## src/rtl/ifetch.sv

```systemverilog
`default_nettype none
// ============================================================================
//  Module   : ifetch
//  Purpose  : Instruction fetch stage. Holds the program counter and issues
//             one word fetch at a time to the icache. A fetch completes either
//             by a same-cycle icache hit or by a later memory-controller
//             return. Fetched words land in a small first-word-fall-through
//             queue that the decoder drains. A redirect flushes the queue and
//             restarts fetch at the new target.
//  Ports    : clk, rst        - clock, asynchronous active-high reset
//             rdy             - global enable, all state holds when low
//             fetchEn/Addr    - fetch request and address to the icache
//             hit/foundInst   - icache hit and data, same cycle as fetchEn
//             memInstEn/Inst  - memory-controller return pulse and word
//             jumpEn/Addr     - redirect request and target
//             instValid/Out/Pc- queue head towards the decoder
//             instRe          - decoder pops the queue head
//  Revision : 1.0 - initial release
// ============================================================================
module ifetch #(
  parameter int          QDEPTH = 4,
  parameter logic [31:0] RST_PC = 32'h0
) (
  input  logic        clk,
  input  logic        rst,
  input  logic        rdy,
  output logic        fetchEn,
  output logic [31:0] fetchAddr,
  input  logic        hit,
  input  logic [31:0] foundInst,
  input  logic        memInstEn,
  input  logic [31:0] memInst,
  input  logic        jumpEn,
  input  logic [31:0] jumpAddr,
  output logic        instValid,
  output logic [31:0] instOut,
  output logic [31:0] instPc,
  input  logic        instRe
);

  localparam int             c_AW   = $clog2(QDEPTH);
  localparam logic [c_AW:0]  c_FULL = (c_AW + 1)'(QDEPTH);

  // ISSUE: free to request. WAIT: a miss is outstanding at the memory
  // controller. DROP: a miss is outstanding but a redirect made it stale.
  localparam logic [1:0] c_ISSUE = 2'd0;
  localparam logic [1:0] c_WAIT  = 2'd1;
  localparam logic [1:0] c_DROP  = 2'd2;

  logic [1:0]      r_state;
  logic [1:0]      w_state_nxt;
  logic [31:0]     r_pc;
  logic [31:0]     r_pending_pc;
  logic [31:0]     r_inst_mem [QDEPTH];
  logic [31:0]     r_pc_mem   [QDEPTH];
  logic [c_AW-1:0] r_head;
  logic [c_AW-1:0] r_tail;
  logic [c_AW:0]   r_count;

  logic            w_full;
  logic            w_fetch;
  logic            w_hit_push;
  logic            w_mem_push;
  logic            w_push;
  logic            w_pop;
  logic [31:0]     w_push_inst;
  logic [31:0]     w_push_pc;

  assign w_full = (r_count == c_FULL);

  // --------------------------------------------------------------------------
  // FSM: state register
  // --------------------------------------------------------------------------
  always_ff @(posedge clk or posedge rst) begin
    if (rst) begin
      r_state <= c_ISSUE;
    end else if (rdy) begin
      r_state <= w_state_nxt;
    end
  end

  // --------------------------------------------------------------------------
  // FSM: next state. A redirect never cancels the memory controller's
  // outstanding return, so a redirect during WAIT must still swallow that
  // word (DROP) unless it arrives in the very same cycle.
  // --------------------------------------------------------------------------
  always_comb begin
    w_state_nxt = r_state;
    case (r_state)
      c_ISSUE: begin
        if (w_fetch && !hit) begin
          w_state_nxt = c_WAIT;
        end
      end
      c_WAIT: begin
        if (jumpEn) begin
          w_state_nxt = memInstEn ? c_ISSUE : c_DROP;
        end else if (memInstEn) begin
          w_state_nxt = c_ISSUE;
        end
      end
      c_DROP: begin
        if (memInstEn) begin
          w_state_nxt = c_ISSUE;
        end
      end
      default: w_state_nxt = c_ISSUE;
    endcase
  end

  // --------------------------------------------------------------------------
  // FSM: outputs. Fetch only when there is guaranteed room, so a miss return
  // can always be pushed without back-pressure.
  // --------------------------------------------------------------------------
  always_comb begin
    w_fetch = rdy && (r_state == c_ISSUE) && !w_full && !jumpEn;
  end

  assign fetchEn   = w_fetch;
  assign fetchAddr = r_pc;

  // --------------------------------------------------------------------------
  // Queue control
  // --------------------------------------------------------------------------
  assign w_hit_push  = w_fetch && hit;
  assign w_mem_push  = rdy && !jumpEn && (r_state == c_WAIT) && memInstEn;
  assign w_push      = w_hit_push || w_mem_push;
  assign w_pop       = rdy && !jumpEn && instRe && (r_count != '0);
  assign w_push_inst = (r_state == c_WAIT) ? memInst      : foundInst;
  assign w_push_pc   = (r_state == c_WAIT) ? r_pending_pc : r_pc;

  // --------------------------------------------------------------------------
  // PC, pending miss address and queue storage
  // --------------------------------------------------------------------------
  always_ff @(posedge clk or posedge rst) begin
    if (rst) begin
      r_pc         <= RST_PC;
      r_pending_pc <= '0;
      r_head       <= '0;
      r_tail       <= '0;
      r_count      <= '0;
      for (int i = 0; i < QDEPTH; i++) begin
        r_inst_mem[i] <= '0;
        r_pc_mem[i]   <= '0;
      end
    end else if (rdy) begin
      if (jumpEn) begin
        // Flush: emptying the queue by collapsing head onto tail.
        r_pc    <= jumpAddr;
        r_head  <= r_tail;
        r_count <= '0;
      end else begin
        if (w_fetch && !hit) begin
          r_pending_pc <= r_pc;
        end
        if (w_push) begin
          r_inst_mem[r_tail] <= w_push_inst;
          r_pc_mem[r_tail]   <= w_push_pc;
          r_tail             <= r_tail + 1'b1;
          r_pc               <= r_pc + 32'd4;
        end
        if (w_pop) begin
          r_head <= r_head + 1'b1;
        end
        case ({w_push, w_pop})
          2'b10:   r_count <= r_count + 1'b1;
          2'b01:   r_count <= r_count - 1'b1;
          default: r_count <= r_count;
        endcase
      end
    end
  end

  assign instValid = (r_count != '0);
  assign instOut   = r_inst_mem[r_head];
  assign instPc    = r_pc_mem[r_head];

endmodule
`default_nettype wire

```

## config.mk

```make
export PLATFORM = sky130hd
export DESIGN_NAME = ifetch
export DESIGN_NICKNAME = d
export VERILOG_FILES = /design/src/rtl/ifetch.sv
export SDC_FILE = /design/constraint.sdc
export NUM_CORES = 1
export LEC_CHECK = 0
export BUFFER_PORTS_ARGS = -buffer_cell sky130_fd_sc_hd__buf_4
export CAP_MARGIN = 5
export CORE_MARGIN = 4
export CORE_UTILIZATION = 58
export DETAILED_ROUTE_END_ITERATION = 10
export HOLD_SLACK_MARGIN = 0.05
export PLACE_DENSITY_LB_ADDON = 0.08
export SETUP_SLACK_MARGIN = 0.3
export SLEW_MARGIN = 5
export SYNTH_ARGS = -nofsm -noshare
export SYNTH_HDL_FRONTEND = slang
export SYNTH_SLANG_ARGS = --single-unit
```

## constraint.sdc

```tcl
create_clock -name clk -period 13.9 [get_ports clk]
set_input_delay 2.78 -clock clk [delete_from_list [all_inputs] [get_ports clk]]
set_output_delay 2.78 -clock clk [all_outputs]
set_load 0.01 [all_outputs]
```

==> results of run 1 <==
-- per-layer routing --
| layer | up-vias | wire length [um] | track usage [%] |
|---|---|---|---|
| li1 | 5125 | - | - |
| met1 | 5435 | 15500 | 36.5 |
| met2 | 299 | 17500 | 42.0 |
| met3 | 51 | 1820 | 3.55 |
| met4 | 0 | 727 | 6.95 |
| met5 | - | 0 | 0 |
-- power by group --
group	total, mW	internal (mW)	switching, mW
Clock	0.920	0.544	0.376
Combinational	1.53	0.770	0.755
Sequential	1.67	1.37	0.295
Total	4.11	2.68	1.43
-- cell usage in the layout, fill, tap and decap left out, drive strengths merged, types with 16 or more instances in the layout --
cell    Yosys  final
nand3      17     17
nor2       19     19
mux2i      72     72
clkbuf     67     50
nand2     304    304
a21oi      16     16
buf        37    214
dfrtp     329    329
o21ai     275    275
mux4       64     64
mux2       33     33
-- registers in the layout, summed over array words and instances (netlist names) --
| register | count |
|---|---|
| r_pending_pc | 32 |
| r_inst_mem | 128 |
| r_state | 2 |
| r_head | 2 |
| r_count | 3 |
| r_tail | 2 |
| fetchAddr | 32 |
| r_pc_mem | 128 |
-- worst min-delay path by stage --
| stage | startpoint | to | slack [ns] | depth (start not counted) |
|---|---|---|---|---|
| after detailed placement | r_inst_mem[60] | r_inst_mem[60] | 0.46 | 2 |
| after CTS | r_inst_mem[60] | r_inst_mem[60] | 0.48 | 2 |
| after floorplan | r_inst_mem[32] | r_inst_mem[32] | 0.44 | 2 |
| after global routing | r_inst_mem[66] | r_inst_mem[66] | 0.49 | 2 |
| final | r_inst_mem[60] | r_inst_mem[60] | 0.48 | 2 |
| after global placement | r_pc_mem[18] | r_pc_mem[18] | 0.46 | 2 |
-- per-stage QoR --
step / hold WS (ns) / cell area [um2]
2_1_floorplan: 0.445 / 14900
3_3_place_gp: 0.456 / 16600
3_5_place_dp: 0.465 / 16600
4_1_cts: 0.478 / 17700
5_1_grt: 0.491 / 17700
6_report: 0.475 / 17700
-- cell families (layout without fill, tap and decap cells) --
family          count (synthesis)  count (layout)
fa+ha+maj                       6               6
compound gates                336             336
simple gates                  396             396
mux                           169             169
flops                         329             329
buf+inv                       114             287
xor+xnor                        4               4
-- cell type report --
class / count / area (um2)
Fill cell: 1924 / 7540
Clock inverter: 13 / 110
Multi-Input combinational cell: 911 / 6260
Sequential cell: 329 / 8240
Clock buffer: 50 / 1040
Timing Repair Buffer: 214 / 1610
Tap cell: 330 / 413
Inverter: 10 / 45.0
-- critical path, stage by stage --
cell and delay, ns:
buf_4 0.22, or3b_1 0.52, nor3_1 0.27, buf_4 0.16
==> summary.txt, run 1 <==
Run status
  – Outcome: completed

Power and ir drop
  – Power Dens Cells: 232 mW/mm2
  – Leak: 8.44 nW
  – VDD IR max: 136 uV
  – Total power: 4.11 mW

STA
  – Final hold vios: 0
  – Setup WS post-layout: 7.16 ns
  – Finish-stage setup viols: 0
  – RSZ-0062 raised after global routing: no
  – Clock Skew: 0.0167 ns
  – Worst-Margin Slew: 1.19 ns
  – Max Slew Vio Count: 0
  – Period minus WS final: 6.74 ns
  – Final setup TNS: 0 ns
  – Final period util: 48.5%
  – Slew HR: 20.0%
  – Max Fclk: 0.148 GHz

Worst setup path
  – Crit path DAT: 3.96 ns
  – Reg2reg end: r_pc_mem[49]
  – Critical path origin: jumpEn
  – Setup slack, reg-to-reg: 10.63 ns
  – Crit-path max FO: 28
  – Reg2Reg Depth: 6
  – Startpoint types: input pin
  – Req. time, crit path: 11.12 ns
  – Crit Path Class: in -> out
  – Worst r2r src: r_state[0]
  – CP endpoint: fetchEn
  – Crit path capture type: output port

Logic synthesis
  – Share of the synthesized area in the top cell type: 55.2%
  – Yosys warns: 0
  – Synth Cell Area: 0.0149 mm2
  – Largest family of logic cells by synthesized area: multiplexers
  – Synthesized-area fraction occupied by xor and xnor cells: 0.235%
  – Synth cell types: 61
  – Synth top area cells: dfrtp_1 (55%), mux4_2 (9.7%), o21ai_0 (9.2%), nand2_1 (7.7%), mux2i_1 (4.8%)
  – Post-synth EDFFs: 0
  – Most numerous cell in the Yosys netlist: dfrtp_1
  – Post-synthesis mux area share: 17.0%
  – Post-synth top cells: dfrtp_1 (329), nand2_1 (304), o21ai_0 (273), mux2i_1 (72), clkbuf_1 (67)
  – Post-synthesis sequential element count: 329
  – Post-Synth Simple-Gate Area: 11.7%
  – Synthesized instance count: 1,354
  – Mean Syn Cell Area: 11.0 um2
  – Post-synthesis compound-gate area fraction: 12.2%
  – Largest area contributor in the netlist: dfrtp_1
  – Async SR Flop Fraction: 100%
  – Post-Synth Adder-Cell Area: 0.554%
  – Sequential fraction of the synthesis area: 55.2%
  – Post-synth top flop: dfrtp_1
  – Syn nets: 1,463

CTS
  – Hold Buf Count CTS: 0
  – Clock Tree Buf Depth: 3
  – TritonCTS Buffers: 35
  – Total setup buffers inserted after CTS: 0
  – Worst skew pair latency: 0.51 ns
  – Clk sinks: 329
  – Post-CTS sizing: 0
  – CTS root buffer: clkbuf_16
  – TritonCTS clock tree: built
  – Clock Pin Slew Worst Setup and Hold Paths: 0.06 ns
  – H-tree level count: 2

Die
  – DIE HEIGHT: 168 um
  – Die X: 168 um
  – Num ports: 201
  – Core Area: 0.0253 mm2
  – Die ar.: 0.0283 mm2
  – Site row count: 58
  – Initial Utilization: 59.1%

Global routing
  – Global-route usage over all layers: 25.6%
  – Largest net degree at the start of global routing: 117
  – Global route overflow: 0
  – Vias in the first global route: 11,116
  – First-pass GRT wire length: 58,900 um
  – Antenna violations before repair: 0

Drt
  – Wire length per cell: 19.2 um
  – Vias per cell: 5.88
  – Detailed Route Iter0 Violations: 923
  – Routed Antenna Nets: 0
  – DR pass1 iterations: 5
  – DR vias: 10,910
  – DRC viols: 0
  – Post-Route WL: 35,600 um

Layout
  – Nets@finish: 1,610
  – Layout Cells excl Fill: 1,857
  – Util after Layout: 70.1%
  – ANT cells: 0
  – Proportion of layout cells with a drive suffix above 1: 25.4%
  – Area grow syn2layout: 18.8%

Place
  – DP Worst Slack: 7.19 ns
  – DP HPWL: 22,500 um
  – GP Congestion: 0.899
  – Placed Cells: 1,794
  – IO buf count: 200

Hold path
  – Worst min path class: reg -> reg

Run
  – Number of max-cap violations: 0
Power figures use the tool's default switching activity.
==> run 2, diff against run 1 <==
==> constraint.sdc (replaced) <==
create_clock -name clk -period 7.1 [get_ports clk]
set_input_delay 1.42 -clock clk [delete_from_list [all_inputs] [get_ports clk]]
set_output_delay 1.42 -clock clk [all_outputs]
set_load 0.01 [all_outputs]
==> run 2 against run 1 <==
- first-iteration DRC count fell by 7.4%
- sequential share of layout area fell by 0.17 points
- clock power rose by 100%
- hold slack got worse by 0.0021 ns
- wire length rose by 0.29%
- utilization rose by 0.28 points
- setup slack got worse by 4.4 ns
- non-clock buffer count fell by 2
- die area did not move
- final cell count barely moved
- total power rose by 98%
- design area rose by 0.40%
- critical path type is now reg -> out
==> summary.txt, run 2 (synthesis results as in run 1) <==
Hold path
  – Worst min path class: reg -> reg

Layout
  – Area grow syn2layout: 19.3%
  – Commonest non-fill, non-tap cell in the layout: dfrtp_1
  – Nets@finish: 1,609
  – Biggest regs: r_inst_mem: 128 flops, r_pc_mem: 128 flops
  – Layout Cells excl Fill: 1,858
  – Most frequent cells in the layout: dfrtp_1 (327), nand2_1 (300), o21ai_0 (273)
  – Util after Layout: 70.4%
  – ANT cells: 0
  – Proportion of layout cells with a drive suffix above 1: 25.5%

Run
  – Number of max-cap violations: 0

CTS
  – H-tree level count: 2
  – Total setup buffers inserted after CTS: 0
  – Hold Buf Count CTS: 0
  – Worst skew pair latency: 0.52 ns
  – Clk sinks: 329
  – Clock Pin Slew Worst Setup and Hold Paths: 0.06 ns
  – CTS root buffer: clkbuf_16
  – TritonCTS clock tree: built
  – TritonCTS Buffers: 36
  – Post-CTS sizing: 0
  – Clock Tree Buf Depth: 3

STA
  – RSZ-0062 raised after global routing: no
  – Final hold vios: 0
  – Period minus WS final: 4.34 ns
  – Final setup TNS: 0 ns
  – Worst-Margin Slew: 1.15 ns
  – Clock Skew: 0.0159 ns
  – Finish-stage setup viols: 0
  – Max Slew Vio Count: 0
  – Max Fclk: 0.231 GHz
  – Slew HR: 23.1%
  – Final period util: 61.1%

Drt
  – Post-Route WL: 35,700 um
  – DR pass1 iterations: 7
  – Wire length per cell: 19.2 um
  – DRC viols: 0
  – Routed Antenna Nets: 0
  – Vias per cell: 5.87
  – Detailed Route Iter0 Violations: 855
  – DR vias: 10,906

Power and ir drop
  – Power Dens Cells: 457 mW/mm2
  – VDD IR max: 233 uV
  – Total power: 8.13 mW
  – Leak: 8.47 nW

Run status
  – Outcome: completed

Worst setup path
  – Worst path slowest cell: dfrtp_4
  – Req. time, crit path: 5.68 ns
  – Crit path max-delay family: flip-flops
  – Crit path DAT: 2.92 ns
  – Crit-path max FO: 43
  – Largest stage delay on the critical path: 1.01 ns
  – Crit-path cells: buf_4 > mux4_2 > buf_4
  – Crit Path Class: reg -> out
  – Most common cell on crit path: buf_4
  – Crit path capture type: output port
  – CP Buf/Inv Count: 2
  – Startpoint types: flop

Place
  – IO buf count: 200
  – DP HPWL: 22,000 um
  – Placed Cells: 1,792
  – GP Congestion: 0.892

Die
  – DIE HEIGHT: 168 um
  – Site row count: 58
  – Initial Utilization: 59.1%
  – Die X: 168 um
  – Num ports: 201
  – Die ar.: 0.0283 mm2
  – Core Area: 0.0253 mm2

Global routing
  – Antenna violations before repair: 0
  – Vias in the first global route: 10,972
  – Global-route usage over all layers: 25.2%
  – Largest net degree at the start of global routing: 197
  – First-pass GRT wire length: 58,000 um
  – Global route overflow: 0
[run 2: through the flow]
stage	hold slack [ns]	area [um2]	setup slack (ns)
floorplan	0.445	14900	1.29
global placement	0.456	16600	3.14
detailed placement	0.466	16600	3.06
CTS	0.480	17800	2.66
global route	0.499	17800	2.52
finish	0.473	17800	2.76
[run 2: final timing paths]
kind                                   start               to  slack, ns  depth (start not counted)
worst max-delay path               r_head[0]       instPc[23]       2.76                          3
worst min-delay path            r_pc_mem[63]     r_pc_mem[63]       0.47                          2
worst max register to register    r_state[0]  r_inst_mem[115]       3.86                          6
worst min register to register  r_pc_mem[63]     r_pc_mem[63]       0.47                          2
max in group asynchronous                rst        r_head[0]       4.70                          3
min in group asynchronous                rst   r_inst_mem[88]       0.90                          2
[run 2: worst min-delay path: stages, from the launching register on]
cell	delay, ns
dfrtp_1	0.34
nand2_1	0.04
o21ai_0	0.05
[run 2: layer usage]
layer  GRT usage (%)  vias up  part of all wire, %
li1                -     5108                    -
met1            36.2     5445                   45
met2            41.3      315                   48
met3            4.58       38                  6.1
met4            5.29        0                  1.5
met5               0        -                    0
[run 2: power breakdown]
group	total [mW]	leakage [nW]	internal [mW]	switching, mW
Combinational	2.88	3.70	1.51	1.37
Sequential	3.37	4.16	2.68	0.691
Clock	1.88	0.613	1.14	0.738
Total	8.13	8.47	5.34	2.80
[run 2: layout make-up]
type	instances	area, um2
multi-input combinational	911	6260
clock buffer	48	1040
clock inverter	18	190
inverter	10	41.3
sequential	329	8240
timing repair buffer	212	1600
tap	330	413
fill	1914	7470
==> run 3, diff against run 2 <==
==> constraint.sdc (replaced) <==
create_clock -name clk -period 4.2 [get_ports clk]
set_input_delay 0.84 -clock clk [delete_from_list [all_inputs] [get_ports clk]]
set_output_delay 0.84 -clock clk [all_outputs]
set_load 0.01 [all_outputs]
==> run 3 against run 2 <==
- global-route usage is 0.17 points higher
- final cell count is 0.27% higher
- die area unchanged
- first-iteration DRC count increased by 5.8%
- critical path type unchanged
==> summary.txt, run 3 (synthesis results as in run 1) <==
STA
  – Max Fclk: 0.303 GHz
  – Max Slew Vio Count: 0
  – Worst hold margin: 0.472 ns
  – Setup WS post-layout: 0.899 ns
  – Finish-stage setup viols: 0
  – Clock Skew: 0.0145 ns
  – Final hold vios: 0
  – RSZ-0062 raised after global routing: no
  – Worst-Margin Slew: 0.998 ns
  – Slew HR: 33.4%
  – Final period util: 78.6%
  – Period minus WS final: 3.30 ns

Place
  – IO buf count: 200
  – DP Worst Slack: 0.837 ns
  – Placement Cell Area: 0.0167 mm2
  – GP Congestion: 0.848
  – DP HPWL: 22,600 um

Die
  – Die ar.: 0.0283 mm2
  – Site row count: 58
  – DIE HEIGHT: 168 um
  – Num ports: 201
  – Core Area: 0.0253 mm2
  – Die X: 168 um
  – Initial Utilization: 59.1%

CTS
  – TritonCTS clock tree: built
  – H-tree level count: 2
  – Worst skew pair latency: 0.51 ns
  – Clk sinks: 329
  – Hold Buf Count CTS: 0
  – Post-CTS sizing: 0
  – TritonCTS Buffers: 36
  – Clock Tree Buf Depth: 3
  – Total setup buffers inserted after CTS: 0
  – Clock Pin Slew Worst Setup and Hold Paths: 0.06 ns
  – CTS root buffer: clkbuf_16

Drt
  – Detailed Route Iter0 Violations: 905
  – Wire length per cell: 19.1 um
  – Vias per cell: 5.88
  – Post-Route WL: 35,600 um
  – DR vias: 10,950
  – DRC viols: 0
  – DR pass1 iterations: 5
  – Routed Antenna Nets: 0

Layout
  – Proportion of layout cells with a drive suffix above 1: 25.4%
  – Multi-input logic area: 0.00626 mm2
  – Fillers: 1,922
  – Util after Layout: 70.8%
  – Area grow syn2layout: 19.8%
  – Nets@finish: 1,617
  – Biggest regs: r_inst_mem: 128 flops, r_pc_mem: 128 flops
  – Most frequent cells in the layout: dfrtp_1 (327), nand2_1 (300), o21ai_0 (273)
  – Register area: 0.00824 mm2
  – Final instance area: 0.0179 mm2
  – ANT cells: 0
  – Commonest non-fill, non-tap cell in the layout: dfrtp_1

Power and ir drop
  – Leak: 8.50 nW
  – Power Dens Cells: 762 mW/mm2
  – VDD IR max: 399 uV
  – Total power: 13.6 mW

Worst setup path
  – Startpoint types: flop
  – Crit path capture type: output port
  – Largest stage delay on the critical path: 0.86 ns
  – Crit-path max FO: 32
  – Most common cell on crit path: buf_4
  – Crit path DAT: 2.46 ns
  – Req. time, crit path: 3.36 ns
  – Worst path slowest cell: dfrtp_4
  – Crit-path cells: buf_4 > mux4_2 > buf_4
  – Crit Path Class: reg -> out

Global routing
  – Antenna violations before repair: 0
  – Global-route usage over all layers: 25.4%
  – Largest net degree at the start of global routing: 103
  – Global route overflow: 0
  – First-pass GRT wire length: 58,600 um
  – Vias in the first global route: 11,284

Hold path
  – Worst min path class: reg -> reg

Run
  – Number of max-cap violations: 0

Run status
  – Outcome: completed
==> run 3: cell types whose count changed in the layout (fill, tap and decap cells not counted), sizes merged <==
cell / change
buf: +8
bufinv: -3
clkbuf: +8
clkinv: -8
==> run 3: cell type report <==
cell class	count	area share [%]
sequential	329	46.1
tap	330	2.31
clock inverter	7	0.273
clock buffer	56	6.08
multi-input combinational	911	35.0
inverter	10	0.231
timing repair buffer	220	9.94
==> run 3: where the power goes <==
| group | internal (mW) | switching (mW) |
|---|---|---|
| registers | 4.54 | 1.07 |
| clock network | 1.78 | 1.23 |
| logic | 2.59 | 2.40 |
==> run 3: path summary, 6_finish.rpt <==
| check | from | endpoint | slack (ns) | cells after the start |
|---|---|---|---|---|
| worst max-delay path | r_head[0] | instOut[17] | 0.90 | 3 |
| max in group asynchronous | rst | r_pc_mem[71] | 2.82 | 3 |
| min in group asynchronous | rst | r_inst_mem[124] | 0.50 | 2 |
| worst max register to register | r_state[0] | r_inst_mem[119] | 1.37 | 6 |
| worst min register to register | r_inst_mem[27] | r_inst_mem[27] | 0.47 | 2 |
| worst min-delay path | r_inst_mem[27] | r_inst_mem[27] | 0.47 | 2 |
==> run 3: critical path, delay by kind of cell (launching register included) <==
family   cells  cell delay, ns
buf+inv      2            0.52
flops        1            0.86
mux          1            0.54
==> run 3: through the flow <==
| step | instances | setup TNS, ns |
|---|---|---|
| after global placement | 1800 | 0 |
| after CTS | 1863 | 0 |
| final | 1863 | 0 |
| after detailed placement | 1800 | 0 |
| after floorplan | 1354 | -339.75 |
| after global routing | 1863 | 0 |
==> run 3: metal layers <==
metal | vias up | wire length [um] | part of all wire [%] | track usage [%]
met1 | 5397 | 15500 | 44 | 36.0
met5 | - | 0 | 0 | 0
met3 | 61 | 2220 | 6.2 | 3.92
li1 | 5112 | - | - | -
met2 | 380 | 17100 | 48 | 41.9
met4 | 0 | 756 | 2.1 | 6.60
